--- src/rtl/fetch_unit.sv ---
// Instruction fetch stage: owns the PC, keeps one request in flight to instruction
// memory and buffers returned words with their PC in a small FIFO for the decoder.
module fetch_unit #(
  parameter int                ADDR_W   = 32,
  parameter int                DEPTH    = 2,
  parameter logic [ADDR_W-1:0] RESET_PC = '0
) (
  input  logic              clk,
  input  logic              rst,
  input  logic              j_signal,
  input  logic [ADDR_W-1:0] jump,
  output logic              imem_req,
  output logic [ADDR_W-1:0] imem_addr,
  input  logic              imem_gnt,
  input  logic              imem_rvalid,
  input  logic [31:0]       imem_rdata,
  output logic              instr_valid,
  output logic [31:0]       instr,
  output logic [ADDR_W-1:0] pc_out,
  input  logic              instr_ready
);

  localparam int PW = $clog2(DEPTH);
  localparam int CW = PW + 1;

  typedef struct packed {
    logic [ADDR_W-1:0] pc;
    logic [31:0]       instr;
  } entry_t;

  typedef enum logic {RUN, DRAIN} state_t;

  state_t            state, state_nxt;
  entry_t            fifo_q [DEPTH];
  entry_t            head;
  logic [PW-1:0]     rd_ptr, wr_ptr;
  logic [CW-1:0]     count;
  logic [CW:0]       used;
  logic              outstanding, out_nxt;
  logic [ADDR_W-1:0] fetch_pc, inflight_pc;
  logic              room, push, pop, issue, flush;

  // Slots already spoken for: buffered entries plus the one in flight.
  assign used      = {1'b0, count} + {{CW{1'b0}}, outstanding};
  assign room      = used < (CW+1)'(DEPTH);
  assign imem_addr = fetch_pc;

  assign head        = fifo_q[rd_ptr];
  assign instr_valid = ~rst & (count != '0);
  assign instr       = instr_valid ? head.instr : '0;
  assign pc_out      = instr_valid ? head.pc : '0;

  always_comb begin
    state_nxt = state;
    out_nxt   = outstanding;
    imem_req  = 1'b0;
    push      = 1'b0;
    pop       = 1'b0;
    issue     = 1'b0;
    flush     = 1'b0;
    if (!rst) begin
      if (j_signal) begin
        // Redirect wins; a response still owed must be swallowed in DRAIN.
        flush     = 1'b1;
        out_nxt   = outstanding & ~imem_rvalid;
        state_nxt = (outstanding & ~imem_rvalid) ? DRAIN : RUN;
      end else begin
        pop = instr_valid & instr_ready;
        case (state)
          RUN: begin
            imem_req = room & ~outstanding;
            push     = outstanding & imem_rvalid;
            issue    = imem_req & imem_gnt;
            if (issue)     out_nxt = 1'b1;
            else if (push) out_nxt = 1'b0;
          end
          DRAIN: begin
            if (imem_rvalid) begin
              out_nxt   = 1'b0;
              state_nxt = RUN;
            end
          end
          default: state_nxt = RUN;
        endcase
      end
    end
  end

  always_ff @(posedge clk) begin
    if (rst) begin
      state       <= RUN;
      outstanding <= 1'b0;
      fetch_pc    <= RESET_PC;
      inflight_pc <= '0;
      count       <= '0;
      rd_ptr      <= '0;
      wr_ptr      <= '0;
    end else begin
      state       <= state_nxt;
      outstanding <= out_nxt;
      if (flush) begin
        fetch_pc <= jump;
        count    <= '0;
        rd_ptr   <= '0;
        wr_ptr   <= '0;
      end else begin
        if (issue) begin
          fetch_pc    <= fetch_pc + ADDR_W'(1);
          inflight_pc <= fetch_pc;
        end
        if (push) wr_ptr <= wr_ptr + PW'(1);
        if (pop)  rd_ptr <= rd_ptr + PW'(1);
        case ({push, pop})
          2'b10:   count <= count + CW'(1);
          2'b01:   count <= count - CW'(1);
          default: count <= count;
        endcase
      end
    end
  end

  // Storage needs no reset; occupancy is tracked by count.
  always_ff @(posedge clk) begin
    if (push) fifo_q[wr_ptr] <= '{pc: inflight_pc, instr: imem_rdata};
  end

endmodule
--- config.mk ---
export PLATFORM = sky130hd
export DESIGN_NAME = fetch_unit
export DESIGN_NICKNAME = d
export VERILOG_FILES = /design/src/rtl/fetch_unit.sv
export SDC_FILE = /design/constraint.sdc
export NUM_CORES = 1
export LEC_CHECK = 0
export ABC_AREA = 1
export BUFFER_PORTS_ARGS = -buffer_cell sky130_fd_sc_hd__buf_4
export CORE_MARGIN = 3
export CORE_UTILIZATION = 50
export CTS_CLUSTER_SIZE = 10
export DETAILED_ROUTE_END_ITERATION = 10
export HOLD_SLACK_MARGIN = 0.12
export PLACE_DENSITY = 0.76
export RECOVER_POWER = 50
export SLEW_MARGIN = 10
export SYNTH_ARGS = -nofsm -noshare
export SYNTH_HDL_FRONTEND = slang
export SYNTH_SLANG_ARGS = --single-unit
--- constraint.sdc ---
create_clock -name clk -period 5.4 [get_ports clk]
set_input_delay 1.62 -clock clk [delete_from_list [all_inputs] [get_ports clk]]
set_output_delay 1.62 -clock clk [all_outputs]
set_load 0.01 [all_outputs]
==> metrics.txt <==
Post-synth ARST share 0; Routed WL 19800 µm; part of the power in the clock network 0.392; Sink Count 199; critical path class in -> out; RSZ-0062 raised after global routing no; min-delay src inflight_pc[3]; Yosys Warn Count 0; ys flop type edfxtp_1; all-layer global routing usage 0.204; Die ar. 19400 µm²; Routed Antenna Nets 0; critical path startpoint category input pin; DP Wirelength 13600 µm; total gr overflow 0; DR vias 6497; Starting Density 0.511; Die Y-Extent 139 µm; Resized cells post-CTS 0; Seq/Total Area, Yosys 0.593; row cnt 48; post-CTS setup repair buffer count 0; post-synthesis cell type count 42; Max Transition Viols Final 61; Internal 0.00236 W; WP data required 3.78 ns; via/cell ratio 5.01; DIE WIDTH 139 µm; Synth Register Bits 199; Worst slew margin -0.169; global-route wire length before repair 31700 µm; clk_skew 0.00897 ns; Gate power share 0.058; port bufs 167; Final setup viols 0; smallest hold slack 0.455 ns; # DRC 0; Cells after Synth 903; Avg Cell Area, Syn 9.83 µm²; Worst-Margin Slew 1.75 ns; CP arrival 3.02 ns; min Tclk post-route 4.64 ns; placer congestion estimate 0.929; CTS tree built; WL/cell 15.3 µm; switching share of power 0.229; maximum VDD drop 0.246 mV; Hold Crit Class reg -> reg; htree depth 4; hold-fix buffers at CTS 0; crit-path max FO 36; area delta synth->final 20.0%; number of global-route vias before repair 6301; # diodes 0; Max-Cap Viols 1; ratio of cells with drive above 1 in the final layout 0.236; 1st-pass router iterations 5; pwr dens 288 nW/µm²; setup TNS 0 ns; status finished, violations left; Hold Vio Cnt, Final 0; core area 17400 µm²; critical path launch point rst; Clock Latency Late Sink 0.43 ns; reg2reg start state; clk slew on worst S/H paths 0.07 ns; sequential share of power 0.549; Leak 4.59 nW; synthesized net count 975; Nets 1130; CTS root buf clkbuf_16; switching pwr 0.000704 W; antenna violations before repair 0; Post-synth EDFFs 128; CTS buffer count 17; first-iteration detailed-routing DRC count 408; # IOs 168; CP endpoint kind output pin; most frequent cells in the layout nand2_1 (181), edfxtp_1 (128), inv_1 (119); commonest non-fill, non-tap cell in the layout nand2_1; Netlist Area Pre-Place 8880 µm²; clock buffer depth 2; largest net degree at the start of global routing 65; Tcrit/Tclk final 0.860; failing checks capacitance limit, slew limit; achievable frequency 215 MHz
routing by layer:
metal / routed length (µm) / global-route usage / vias up
li1: - / - / 3277
met1: 9240 / 0.293 / 2958
met2: 8770 / 0.315 / 244
met3: 1540 / 0.0502 / 18
met4: 234 / 0.0546 / 0
met5: 0 / 0 / -
registers in the layout, indices dropped and copies added, names as in the netlist, named ones only:
signal,count
rd_ptr,1
fifo_q,128
outstanding,1
imem_addr,32
count,2
state,1
wr_ptr,1
inflight_pc,32
final timing paths:
kind / depth (start not counted) / slack (ns) / endpoint
setup / recovery: 6 / 0.76 / instr[19]
hold / removal: 0 / 0.46 / fifo_q[0][35]
setup reg to reg: 6 / 2.25 / imem_addr[24]
hold reg to reg: 0 / 0.46 / fifo_q[0][35]
layout make-up:
type                       instances  area (µm²)
timing repair buffer             173        1150
clock inverter                    15         143
inverter                         123         462
sequential                       199        5270
multi-input combinational        544        2920
tap                              225         282
fill                            1497        6710
clock buffer                      17         425
kinds of logic after synthesis:
group | after synthesis | synth area share
AO/OA/AOI/OAI | 110 | 0.0675
adder cells (fa/ha/maj) | 2 | 0.00282
multiplexers | 64 | 0.0812
buffers and inverters | 160 | 0.0781
flip-flops | 199 | 0.593
XOR/XNOR | 2 | 0.00197
AND/OR/NAND/NOR | 366 | 0.175
synth_stat cells (3+ instances only):
master / n / area share
dfxtp_1: 71 / 0.16
nand2_2: 4 / 0.0028
buf_6: 6 / 0.0076
a31oi_1: 3 / 0.0021
inv_2: 4 / 0.0017
o21ai_0: 40 / 0.023
nor3_1: 8 / 0.0045
inv_1: 118 / 0.050
edfxtp_1: 128 / 0.43
nand2_1: 181 / 0.077
nand4_1: 3 / 0.0021
buf_2: 17 / 0.0096
a21oi_1: 37 / 0.021
mux2_2: 64 / 0.081
clkbuf_1: 6 / 0.0025
nor2_2: 7 / 0.0049
o21ai_1: 17 / 0.0096
nand3_1: 28 / 0.016
buf_4: 7 / 0.0059
nor2_1: 119 / 0.050
power by group through the flow:
stage / Combinational, W / Sequential [W] / Clock, W
3_5_place_dp: 0.000196 / 0.00172 / 0
6_report: 0.000179 / 0.00169 / 0.00120
2_1_floorplan: 0.0000997 / 0.00171 / 0
3_3_place_gp: 0.000192 / 0.00172 / 0
5_1_grt: 0.000200 / 0.00169 / 0.00129
4_1_cts: 0.000197 / 0.00168 / 0.00123
through the flow:
step / cell area (µm²) / util / worst slack [ns] / std cells / power (W)
after floorplan: 8880 / - / 0.0583 / 903 / 0.00181
after global placement: 10300 / 0.591 / 0.734 / 1264 / 0.00191
after detailed placement: 10300 / 0.591 / 0.730 / 1264 / 0.00191
after CTS: 10800 / 0.624 / 0.724 / 1296 / 0.00311
after global routing: 10600 / 0.614 / 0.655 / 1296 / 0.00318
final: 10600 / 0.614 / 0.757 / 1296 / 0.00307
critical path, cell delays in order:
cell     delay [ns]
buf_4          0.25
nor2_4         0.50
buf_4          0.37
nand2_1        0.10
inv_1          0.06
buf_4          0.11
No activity file was read; power rests on OpenSTA's default activity.
